`src/rtl/hazard_tracker.sv`:
```
// rtl/hazard_tracker.sv - stage-tracking hazard unit: load-use/ecall stalls, forwarding tags, stall watchdog
// Optional perf counters (stall_count, bubble_count) enabled by HAZARD_PERF_CNT_EN.
module hazard_tracker #(
  parameter int          MAX_STALL = 4,
  parameter logic [4:0]  ECALL_REG = 5'd17
) (
  input  logic        clk,
  input  logic        reset_n,
  input  logic [4:0]  rs1_ID,
  input  logic [4:0]  rs2_ID,
  input  logic        use_rs1_ID,
  input  logic        use_rs2_ID,
  input  logic [4:0]  rd_ID,
  input  logic        reg_write_ID,
  input  logic        mem_read_ID,
  input  logic        is_ecall_ID,
  input  logic        flush,
  output logic        pc_write,
  output logic        if_id_write,
  output logic        id_ex_bubble,
  output logic [4:0]  rd_EX_MEM,
  output logic        reg_write_EX_MEM,
  output logic [4:0]  rd_MEM_WB,
  output logic        reg_write_MEM_WB,
  output logic        hazard_error
`ifdef HAZARD_PERF_CNT_EN
  ,
  output logic [31:0] stall_count,
  output logic [31:0] bubble_count
`endif
);

  typedef struct packed {
    logic       valid;
    logic [4:0] rd;
    logic       reg_write;
    logic       mem_read;
  } entry_t;

  localparam int              CW      = $clog2(MAX_STALL + 2);
  localparam logic [CW-1:0]   CNT_SAT = CW'(MAX_STALL + 1);
  localparam logic [CW-1:0]   CNT_MAX = CW'(MAX_STALL);

  entry_t        ex_q, mem_q, wb_q;
  logic [CW-1:0] stall_cnt_q, stall_cnt_d;
  logic          ex_writer, mem_writer, wb_writer;
  logic          load_use, ecall_haz, stall;

  // x0 is hardwired zero, so an entry targeting it never produces data anyone waits for
  assign ex_writer  = ex_q.valid  & ex_q.reg_write  & (ex_q.rd  != 5'd0);
  assign mem_writer = mem_q.valid & mem_q.reg_write & (mem_q.rd != 5'd0);
  assign wb_writer  = wb_q.valid  & wb_q.reg_write  & (wb_q.rd  != 5'd0);

  assign load_use  = ex_writer & ex_q.mem_read &
                     ((use_rs1_ID & (rs1_ID == ex_q.rd)) | (use_rs2_ID & (rs2_ID == ex_q.rd)));
  assign ecall_haz = is_ecall_ID &
                     ((ex_writer & (ex_q.rd == ECALL_REG)) | (mem_writer & (mem_q.rd == ECALL_REG)));
  assign stall     = (load_use | ecall_haz) & ~flush;

  assign pc_write     = ~stall;
  assign if_id_write  = ~stall;
  assign id_ex_bubble = stall | flush;

  assign rd_EX_MEM        = mem_q.rd;
  assign reg_write_EX_MEM = mem_writer;
  assign rd_MEM_WB        = wb_q.rd;
  assign reg_write_MEM_WB = wb_writer;

  always_comb begin
    stall_cnt_d = '0;
    if (stall) begin
      stall_cnt_d = (stall_cnt_q == CNT_SAT) ? CNT_SAT : stall_cnt_q + 1'b1;
    end
  end

  always_ff @(posedge clk or negedge reset_n) begin
    if (!reset_n) begin
      ex_q         <= '0;
      mem_q        <= '0;
      wb_q         <= '0;
      stall_cnt_q  <= '0;
      hazard_error <= 1'b0;
    end else begin
      mem_q <= ex_q;
      wb_q  <= mem_q;
      if (id_ex_bubble) begin
        ex_q <= '0;
      end else begin
        ex_q <= '{valid: 1'b1, rd: rd_ID, reg_write: reg_write_ID, mem_read: mem_read_ID};
      end
      stall_cnt_q <= stall_cnt_d;
      // Flag on the same edge the count crosses the limit; sticky until reset
      if (stall_cnt_d > CNT_MAX) begin
        hazard_error <= 1'b1;
      end
    end
  end

`ifdef HAZARD_PERF_CNT_EN
  always_ff @(posedge clk or negedge reset_n) begin
    if (!reset_n) begin
      stall_count  <= '0;
      bubble_count <= '0;
    end else begin
      if (stall && (stall_count != 32'hFFFF_FFFF)) begin
        stall_count <= stall_count + 32'd1;
      end
      if (id_ex_bubble && (bubble_count != 32'hFFFF_FFFF)) begin
        bubble_count <= bubble_count + 32'd1;
      end
    end
  end
`endif

endmodule

```
`config.mk`:
```
export PLATFORM = sky130hd
export DESIGN_NAME = hazard_tracker
export DESIGN_NICKNAME = d
export VERILOG_FILES = /design/src/rtl/hazard_tracker.sv
export SDC_FILE = /design/constraint.sdc
export NUM_CORES = 1
export LEC_CHECK = 0
export BUFFER_PORTS_ARGS = -buffer_cell sky130_fd_sc_hd__buf_2
export CORE_MARGIN = 1
export CORE_UTILIZATION = 45
export CTS_BUF_LIST = sky130_fd_sc_hd__clkbuf_8
export DETAILED_ROUTE_END_ITERATION = 7
export GPL_ROUTABILITY_DRIVEN = 0
export PLACE_DENSITY = 0.74
export SLEW_MARGIN = 20
export SYNTH_ARGS = -nofsm -noshare
export SYNTH_HDL_FRONTEND = slang
export SYNTH_SLANG_ARGS = --single-unit
export TNS_END_PERCENT = 20
```
`constraint.sdc`:
```
create_clock -name clk -period 1.3 [get_ports clk]
set_input_delay 0 -clock clk [delete_from_list [all_inputs] [get_ports clk]]
set_output_delay 0 -clock clk [all_outputs]
set_load 0.02 [all_outputs]
```
==> impl_metrics.json, run 1 <==
{
  "status": "finished, violations left",
  "violations": "negative setup slack",
  "setup_viol": 17,
  "io_pins": 39,
  "final_cells": 164,
  "cts_buffers": 3,
  "min_from": "flush",
  "drtIter0Drc": 5,
  "grt_usage_pct": 17.2,
  "io_buffers": 38,
  "crit_path_max_fanout": 3,
  "ys_types": 24,
  "r2r_start": "rd_EX_MEM[1]",
  "num_vias": 784,
  "maxCapViolCount": 0,
  "skew_ns": 0.00160,
  "dp.cells": 149,
  "final_nets": 161,
  "critPathLaunch": "rd_EX_MEM[1]",
  "worst_slack_ns": -0.293,
  "fp.dieH_um": 51.5,
  "ys_ff_latch": 26,
  "grt_pass1_wl_mm": 3.31,
  "worstSkewPairLatency_ns": 0.26,
  "place_area_um2": 1320,
  "synth_seq_area_share_pct": 59.0,
  "cts_buffer_depth": 2,
  "grt_max_degree": 27,
  "post-route-min-period_ns": 1.59,
  "vias_per_cell": 4.78,
  "cts_sinks": 26,
  "ys_warn_count": 0,
  "hold_viol": 0,
  "fin_area_um2": 1550,
  "drc": 0,
  "fmax_mhz": 628,
  "synth_area_per_cell_um2": 12.8,
  "initial_utilization_pct": 48.9,
  "period_share_pct": 123,
  "synth_fp_nets": 109,
  "crit_required_ns": 1.30,
  "tightest_slew_ns": 0.554,
  "crit_chain": "or3_4, o2bb2ai_2, and2_4, a22oi_2, buf_4",
  "grt_pass1_vias": 777,
  "hold_path_class": "in2reg",
  "start_kind": "register",
  "cellPowerDensity_nw_per_um2": 996,
  "path_class": "reg2out",
  "clk_pin_slew_ns": 0.08,
  "cp_top_family": "simple AND/OR/NAND/NOR gates",
  "cpMaxStageDelayCell": "or3_4",
  "die_w_um": 51.5,
  "ant_nets": 0,
  "power_leakage_nw": 0.753,
  "coreArea_um2": 2250,
  "ir_worst_vdd_uv": 647,
  "hold_ws_ns": 0.0869,
  "wire_per_inst_um": 12.8,
  "rows": 17,
  "root_buffer": "clkbuf_8",
  "syn_to_final_growth_pct": 40.8,
  "gr-total-overflow": 0,
  "arrival_ns": 1.59,
  "dp_hpwl_mm": 1.46,
  "synthesis.area_um2": 1100,
  "cts_tree": "built",
  "slew_viol_final": 0,
  "antennaDiodeCount": 0,
  "antenna_found_initial": 0,
  "rsz0062_at_grt": "true",
  "first_pass_iters": 4,
  "postSynthCellCount": 86,
  "critPathMaxStageDelay_ns": 0.40,
  "die-area_um2": 2650,
  "fin_setup_tns_ns": -3.74,
  "drt_wl_total_mm": 2.09,
  "max-slew-margin-rel_pct": 63.1,
  "drive_above_1_share_pct": 56.6,
  "worst-path-buf-inv": 1,
  "htreeDepth": 1,
  "end_kind": "output port"
}
-- logic make-up after synthesis --
family	Yosys count	share of synthesized area, %
AOI/OAI and AO/OA	9	8.96
muxes	1	0.907
and+or+nand+nor	26	14.3
buffers and inverters	13	8.16
DFF	26	59.0
xor gates and xnor gates	11	8.73
-- cell type report --
type | count | area [µm²]
fillers | 166 | 701
flip-flops and latches | 26 | 656
multi-input cells | 47 | 443
repair buffers | 58 | 372
clock buffers | 3 | 41.3
well taps | 28 | 35.0
inverters | 2 | 7.51
-- metal layers --
layer,GRT usage (%),vias to the layer above,wire [µm]
met5,0,-,0
met4,5.41,0,26
met3,2.92,4,103
met2,31.6,29,1150
met1,20.3,373,814
li1,-,378,-
-- worst reg2reg max path, cell delays in order, from the launching register on --
cell and delay, ns:
dfrtp_1 0.38, or3_4 0.40, o2bb2ai_2 0.13, and2_4 0.17
a211oi_4 0.04, buf_4 0.16, and2_1 0.15
-- path summary, 6_finish.rpt --
kind | slack, ns | cells after the start | to
worst min register to register | 0.41 | 0 | wb_q[7]
worst max-delay path | -0.29 | 5 | if_id_write
max in group asynchronous | 0.64 | 2 | ex_q[2]
worst max register to register | -0.24 | 6 | ex_q[1]
worst min-delay path | 0.09 | 3 | ex_q[7]
min in group asynchronous | 0.26 | 2 | rd_MEM_WB[0]
-- sequential cells by signal, summed over array words and instances, names as in the netlist --
name	cells
hazard_error	1
rd_MEM_WB	5
wb_q	2
mem_q	2
rd_EX_MEM	5
stall_cnt_q	3
ex_q	8
-- stage by stage --
step	setup WS [ns]	total power [mW]	util, %
6_report	-0.293	1.55	68.9
5_1_grt	-0.350	1.62	68.9
4_1_cts	-0.301	1.55	67.0
3_5_place_dp	-0.176	1.09	58.3
3_3_place_gp	-0.149	1.08	58.3
2_1_floorplan	-0.178	1.00	-
-- placed cells by master, fill, tap and decap left out, drive strengths merged, types with 3 or more instances in the layout --
cell type / synthesis / final
buf: 11 / 50
dfrtp: 26 / 26
xnor2: 10 / 10
and2: 9 / 9
dlygate4sd3: 0 / 8
nand2: 4 / 4
nor2: 4 / 4
clkbuf: 0 / 3
nand4: 3 / 3
-- timing repair --
action,4_1_cts,5_1_grt
setup buffers,2,2
endpoints found under the hold margin,33,0
gates resized for setup,14,7
pin swaps,5,8
endpoints found under the setup margin,17,17
hold buffers,8,0
-- cells in the mapped netlist --
cell / number / area [µm²]
xor2_1: 1 / 8.76
o22ai_4: 1 / 20.0
nand4_2: 2 / 25.0
buf_4: 11 / 82.6
o2bb2ai_1: 1 / 8.76
o311a_1: 2 / 20.0
inv_1: 2 / 7.51
mux2i_1: 1 / 10.0
dfrtp_1: 26 / 651
xnor2_1: 10 / 87.6
a21oi_1: 2 / 10.0
o21bai_1: 1 / 7.51
a22oi_2: 1 / 12.5
and2_1: 8 / 50.1
nor2_1: 4 / 15.0
and2_4: 1 / 8.76
a211oi_4: 1 / 20.0
nand2b_1: 1 / 6.26
or3_1: 2 / 12.5
nand2_1: 4 / 15.0
and4_1: 1 / 8.76
nand4_1: 1 / 6.26
nand3_1: 1 / 5.00
nor3_1: 1 / 5.00
-- power by group --
group	total [mW]	internal, mW	switching (mW)
sequential	0.875	0.845	0.0306
clock	0.425	0.207	0.219
combinational	0.247	0.134	0.113
(Power assumes the default switching activity.)
==> inputs of run 2 (changes only) <==
--- a/config.mk
+++ b/config.mk
@@ -11,6 +11,7 @@
 export CTS_BUF_LIST = sky130_fd_sc_hd__clkbuf_8
 export DETAILED_ROUTE_END_ITERATION = 7
 export GPL_ROUTABILITY_DRIVEN = 0
+export MAX_ROUTING_LAYER = met4
 export PLACE_DENSITY = 0.74
 export SLEW_MARGIN = 20
 export SYNTH_ARGS = -nofsm -noshare
==> run 2 against run 1 <==
  * Register-to-register slack hardly changed
  * Wire length unchanged
  * Combinational power about the same
  * Die area stayed put
  * Cell area unchanged
  * Critical endpoint unchanged
  * First-iteration DRC count did not move
  * Sequential share of layout area stayed put
  * Non-clock buffer count unchanged
  * The flow still finishes with violations (negative setup slack)
  * Sequential power hardly changed
  * Fmax is essentially flat
==> impl_metrics.json, run 2 (synthesis gave the netlist of run 1 again) <==
{
  "status": "finished, violations left",
  "violations": "negative setup slack",
  "io_pins": 39,
  "cellPowerDensity_nw_per_um2": 996,
  "n_fill_cell": 166,
  "regMostFlops": "ex_q",
  "largest_reg_flops": 8,
  "skew_ns": 0.00160,
  "fmax_mhz": 628,
  "drt_wl_total_mm": 2.09,
  "worstSkewPairLatency_ns": 0.26,
  "cts_buffers": 3,
  "final_nets": 161,
  "power_leakage_nw": 0.753,
  "setup_viol": 17,
  "first_pass_iters": 4,
  "drive_above_1_share_pct": 56.6,
  "initial_utilization_pct": 48.9,
  "fin_setup_tns_ns": -3.74,
  "slew_viol_final": 0,
  "path_class": "reg2out",
  "maxCapViolCount": 0,
  "crit_required_ns": 1.30,
  "start_kind": "register",
  "htreeDepth": 1,
  "ant_nets": 0,
  "dp_hpwl_mm": 1.46,
  "cts_sinks": 26,
  "end_kind": "output port",
  "grt_pass1_vias": 776,
  "dpl_worst_slack_ns": -0.176,
  "hold_path_class": "in2reg",
  "max-slew-margin-rel_pct": 63.1,
  "drc": 0,
  "rsz0062_at_grt": "true",
  "rows": 17,
  "tightest_slew_ns": 0.554,
  "regArea_um2": 656,
  "final_common_cell": "buf_2",
  "num_vias": 784,
  "crit_path_max_fanout": 3,
  "fin_area_um2": 1550,
  "cts_tree": "built",
  "drtIter0Drc": 5,
  "arrival_ns": 1.59,
  "gr-total-overflow": 0,
  "grt_max_degree": 27,
  "ir_worst_vdd_uv": 647,
  "multi_input_area_um2": 443,
  "wire_per_inst_um": 12.8,
  "hold_viol": 0,
  "die-area_um2": 2650,
  "syn_to_final_growth_pct": 40.8,
  "place_area_um2": 1320,
  "die_w_um": 51.5,
  "root_buffer": "clkbuf_8",
  "grt_usage_pct": 17.7,
  "mostFrequentLayoutCells": "buf_2, dfrtp_1, buf_4",
  "grt_pass1_wl_mm": 3.31,
  "antenna_found_initial": 0,
  "worst_slack_ns": -0.293,
  "coreArea_um2": 2250,
  "period_share_pct": 123,
  "io_buffers": 38,
  "antennaDiodeCount": 0,
  "cts_buffer_depth": 2,
  "fp.dieH_um": 51.5,
  "vias_per_cell": 4.78,
  "clk_pin_slew_ns": 0.08,
  "post-route-min-period_ns": 1.59
}
[run 2: area by class of cell]
cell class	count	share of cell area (%)
Sequential cell	26	42.2
Timing Repair Buffer	58	23.9
Clock buffer	3	2.66
Multi-Input combinational cell	47	28.5
Tap cell	28	2.25
Inverter	2	0.483
[run 2: stage by stage]
step | std cells | utilization (%) | hold WS, ns | power [mW]
CTS | 162 | 67.0 | 0.0876 | 1.55
global route | 164 | 68.9 | 0.0887 | 1.62
detailed placement | 149 | 58.3 | 0.0195 | 1.09
global placement | 149 | 58.3 | 0.00594 | 1.08
floorplan | 86 | - | -0.296 | 1.00
finish | 164 | 68.9 | 0.0870 | 1.55
[run 2: what timing repair did]
action | CTS | global route
hold buffers | 8 | 0
endpoints found under the setup margin | 17 | 17
setup buffers | 2 | 2
gates resized for setup | 14 | 7
endpoints found under the hold margin | 33 | 0
pin swaps | 5 | 8
[run 2: per-layer routing]
layer	share of wire, %	track usage (%)	up-vias
met5	0	-	-
met4	1.2	5.41	0
met2	55	31.6	29
met3	4.9	2.92	4
met1	39	20.3	373
li1	-	-	378
[run 2: power breakdown]
group	internal [mW]	switching, mW
Clock	0.207	0.219
Combinational	0.134	0.113
Sequential	0.845	0.0306
Total	1.18	0.363
[run 2: path summary, 6_finish.rpt]
kind,startpoint,endpoint,slack [ns],cells after the start
max,rd_EX_MEM[1],if_id_write,-0.29,5
min,flush,ex_q[7],0.09,3
max reg2reg,rd_EX_MEM[1],ex_q[1],-0.24,6
min in group asynchronous,reset_n,rd_MEM_WB[0],0.26,2
max in group asynchronous,reset_n,ex_q[2],0.64,2
min reg2reg,mem_q[7],wb_q[7],0.41,0
[run 2: worst max-delay path: stages (launching register included)]
cell and delay (ns):
dfrtp_1 0.38, or3_4 0.40, o2bb2ai_2 0.13, and2_4 0.17, a22oi_2 0.09, buf_4 0.17
==> inputs of run 3 (changes only) <==
--- a/config.mk
+++ b/config.mk
@@ -13,6 +13,7 @@
 export GPL_ROUTABILITY_DRIVEN = 0
 export MAX_ROUTING_LAYER = met4
 export PLACE_DENSITY = 0.74
+export SKIP_LAST_GASP = 1
 export SLEW_MARGIN = 20
 export SYNTH_ARGS = -nofsm -noshare
 export SYNTH_HDL_FRONTEND = slang
==> run 3 against run 2 <==
  * The run still ends with negative setup slack left
  * Register-to-register slack about the same
  * Clock skew is 0.0018 ns higher
  * Die area did not move
  * Via count shrank 1.5%
  * Highest routed layer unchanged
==> impl_metrics.json, run 3 (synthesis gave the netlist of run 1 again) <==
{
  "hold_ws_ns": 0.0853,
  "clk_pin_slew_ns": 0.08,
  "grt_pass1_wl_mm": 3.28,
  "end_kind": "output port",
  "syn_to_final_growth_pct": 39.6,
  "post-route-min-period_ns": 1.59,
  "start_kind": "register",
  "maxCapViolCount": 0,
  "drive_above_1_share_pct": 53.7,
  "dp_hpwl_mm": 1.46,
  "cp_top_family": "simple AND/OR/NAND/NOR gates",
  "worstSkewPairLatency_ns": 0.26,
  "crit_chain": "or3_4, o2bb2ai_2, and2_4, a22oi_2, buf_4",
  "drc": 0,
  "period_share_pct": 122,
  "power_leakage_nw": 0.753,
  "worst-path-buf-inv": 1,
  "cts_buffers": 3,
  "grt_usage_pct": 17.6,
  "cpMaxStageDelayCell": "or3_4",
  "cts_tree": "built",
  "io_pins": 39,
  "skew_ns": 0.00338,
  "dp.cells": 149,
  "cts_sinks": 26,
  "crit_path_max_fanout": 3,
  "slew_viol_final": 0,
  "fp.dieH_um": 51.5,
  "max-slew-margin-rel_pct": 63.5,
  "hold_viol": 0,
  "gr-total-overflow": 0,
  "root_buffer": "clkbuf_8",
  "ir_worst_vdd_uv": 644,
  "fmax_mhz": 629,
  "cts_buffer_depth": 2,
  "num_vias": 772,
  "multi_input_area_um2": 429,
  "mostFrequentLayoutCells": "buf_2, dfrtp_1, buf_4",
  "initial_utilization_pct": 48.9,
  "vias_per_cell": 4.71,
  "status": "finished, violations left",
  "n_fill_cell": 169,
  "final_nets": 161,
  "hold_path_class": "in2reg",
  "path_class": "reg2out",
  "worst_slack_ns": -0.290,
  "rsz0062_at_grt": "true",
  "rows": 17,
  "largest_reg_flops": 8,
  "grt_max_degree": 27,
  "power_mw": 1.55,
  "tightest_slew_ns": 0.547,
  "violations": "negative setup slack",
  "antennaDiodeCount": 0,
  "arrival_ns": 1.59,
  "grt_pass1_vias": 783,
  "htreeDepth": 1,
  "drtIter0Drc": 5,
  "regMostFlops": "ex_q",
  "critPathMaxStageDelay_ns": 0.40,
  "die-area_um2": 2650,
  "setup_viol": 17,
  "regArea_um2": 656,
  "dpl_worst_slack_ns": -0.176,
  "io_buffers": 38,
  "crit_required_ns": 1.30,
  "antenna_found_initial": 0,
  "cellPowerDensity_nw_per_um2": 1000,
  "wire_per_inst_um": 12.3,
  "final_cells": 164,
  "drt_wl_total_mm": 2.02,
  "first_pass_iters": 2,
  "coreArea_um2": 2250,
  "die_w_um": 51.5,
  "ant_nets": 0,
  "final_common_cell": "buf_2"
}
## run 3: changes by cell type in the layout (fill, tap and decap cells not counted)
cell	change
or3_4	-1
nor2_1	+2
nor2_2	-2
a21oi_1	+1
or3_1	+1
a21oi_2	-1
## run 3: what timing repair did
item                       in CTS  in global routing
hold endpoints to repair       33                  0
pin swaps                       5                  6
hold buffers                    8                  0
setup endpoints to repair      17                 17
gates cloned                    0                  0
gates resized for setup        11                  6
buffers inserted                2                  2
## run 3: final timing paths
| check | from | cells past startpoint | end | slack, ns |
|---|---|---|---|---|
| hold reg to reg | mem_q[7] | 0 | wb_q[7] | 0.41 |
| setup reg to reg | ex_q[5] | 6 | ex_q[4] | -0.25 |
| hold / removal | flush | 3 | ex_q[7] | 0.09 |
| max in group asynchronous | reset_n | 2 | ex_q[3] | 0.65 |
| min in group asynchronous | reset_n | 2 | stall_cnt_q[2] | 0.26 |
| setup / recovery | rd_EX_MEM[1] | 5 | if_id_write | -0.29 |
## run 3: report_power, final
part | leakage [nW] | switching [mW] | internal (mW)
Sequential | 0.330 | 0.0307 | 0.845
Combinational | 0.401 | 0.113 | 0.131
Clock | 0.0216 | 0.221 | 0.207
## run 3: layout make-up
| class | instances | area share (%) |
|---|---|---|
| multi-input cells | 47 | 27.9 |
| clock buffers | 3 | 2.68 |
| well taps | 28 | 2.27 |
| repair buffers | 58 | 24.1 |
| flip-flops and latches | 26 | 42.6 |
| inverters | 2 | 0.487 |
## run 3: worst register-to-register path: cells and delay by family (launching register included)
kind | cells | cell delay, ns
AO/OA/AOI/OAI | 2 | 0.32
buffers and inverters | 1 | 0.16
flip-flops | 1 | 0.47
XOR/XNOR | 1 | 0.20
AND/OR/NAND/NOR | 2 | 0.29
## run 3: routing by layer
layer / GRT usage, % / share of wire, %
met1: 19.7 / 40
met2: 31.2 / 53
met3: 3.51 / 5.4
met4: 6.31 / 0.94
met5: - / 0
## run 3: through the flow
step	utilization, %	instance area (µm²)	setup TNS (ns)
final	68.3	1540	-3.80
after global routing	68.3	1540	-4.90
after CTS	66.5	1500	-3.88
after detailed placement	58.3	1320	-2.01
after global placement	58.3	1320	-1.67
after floorplan	-	1110	-1.25
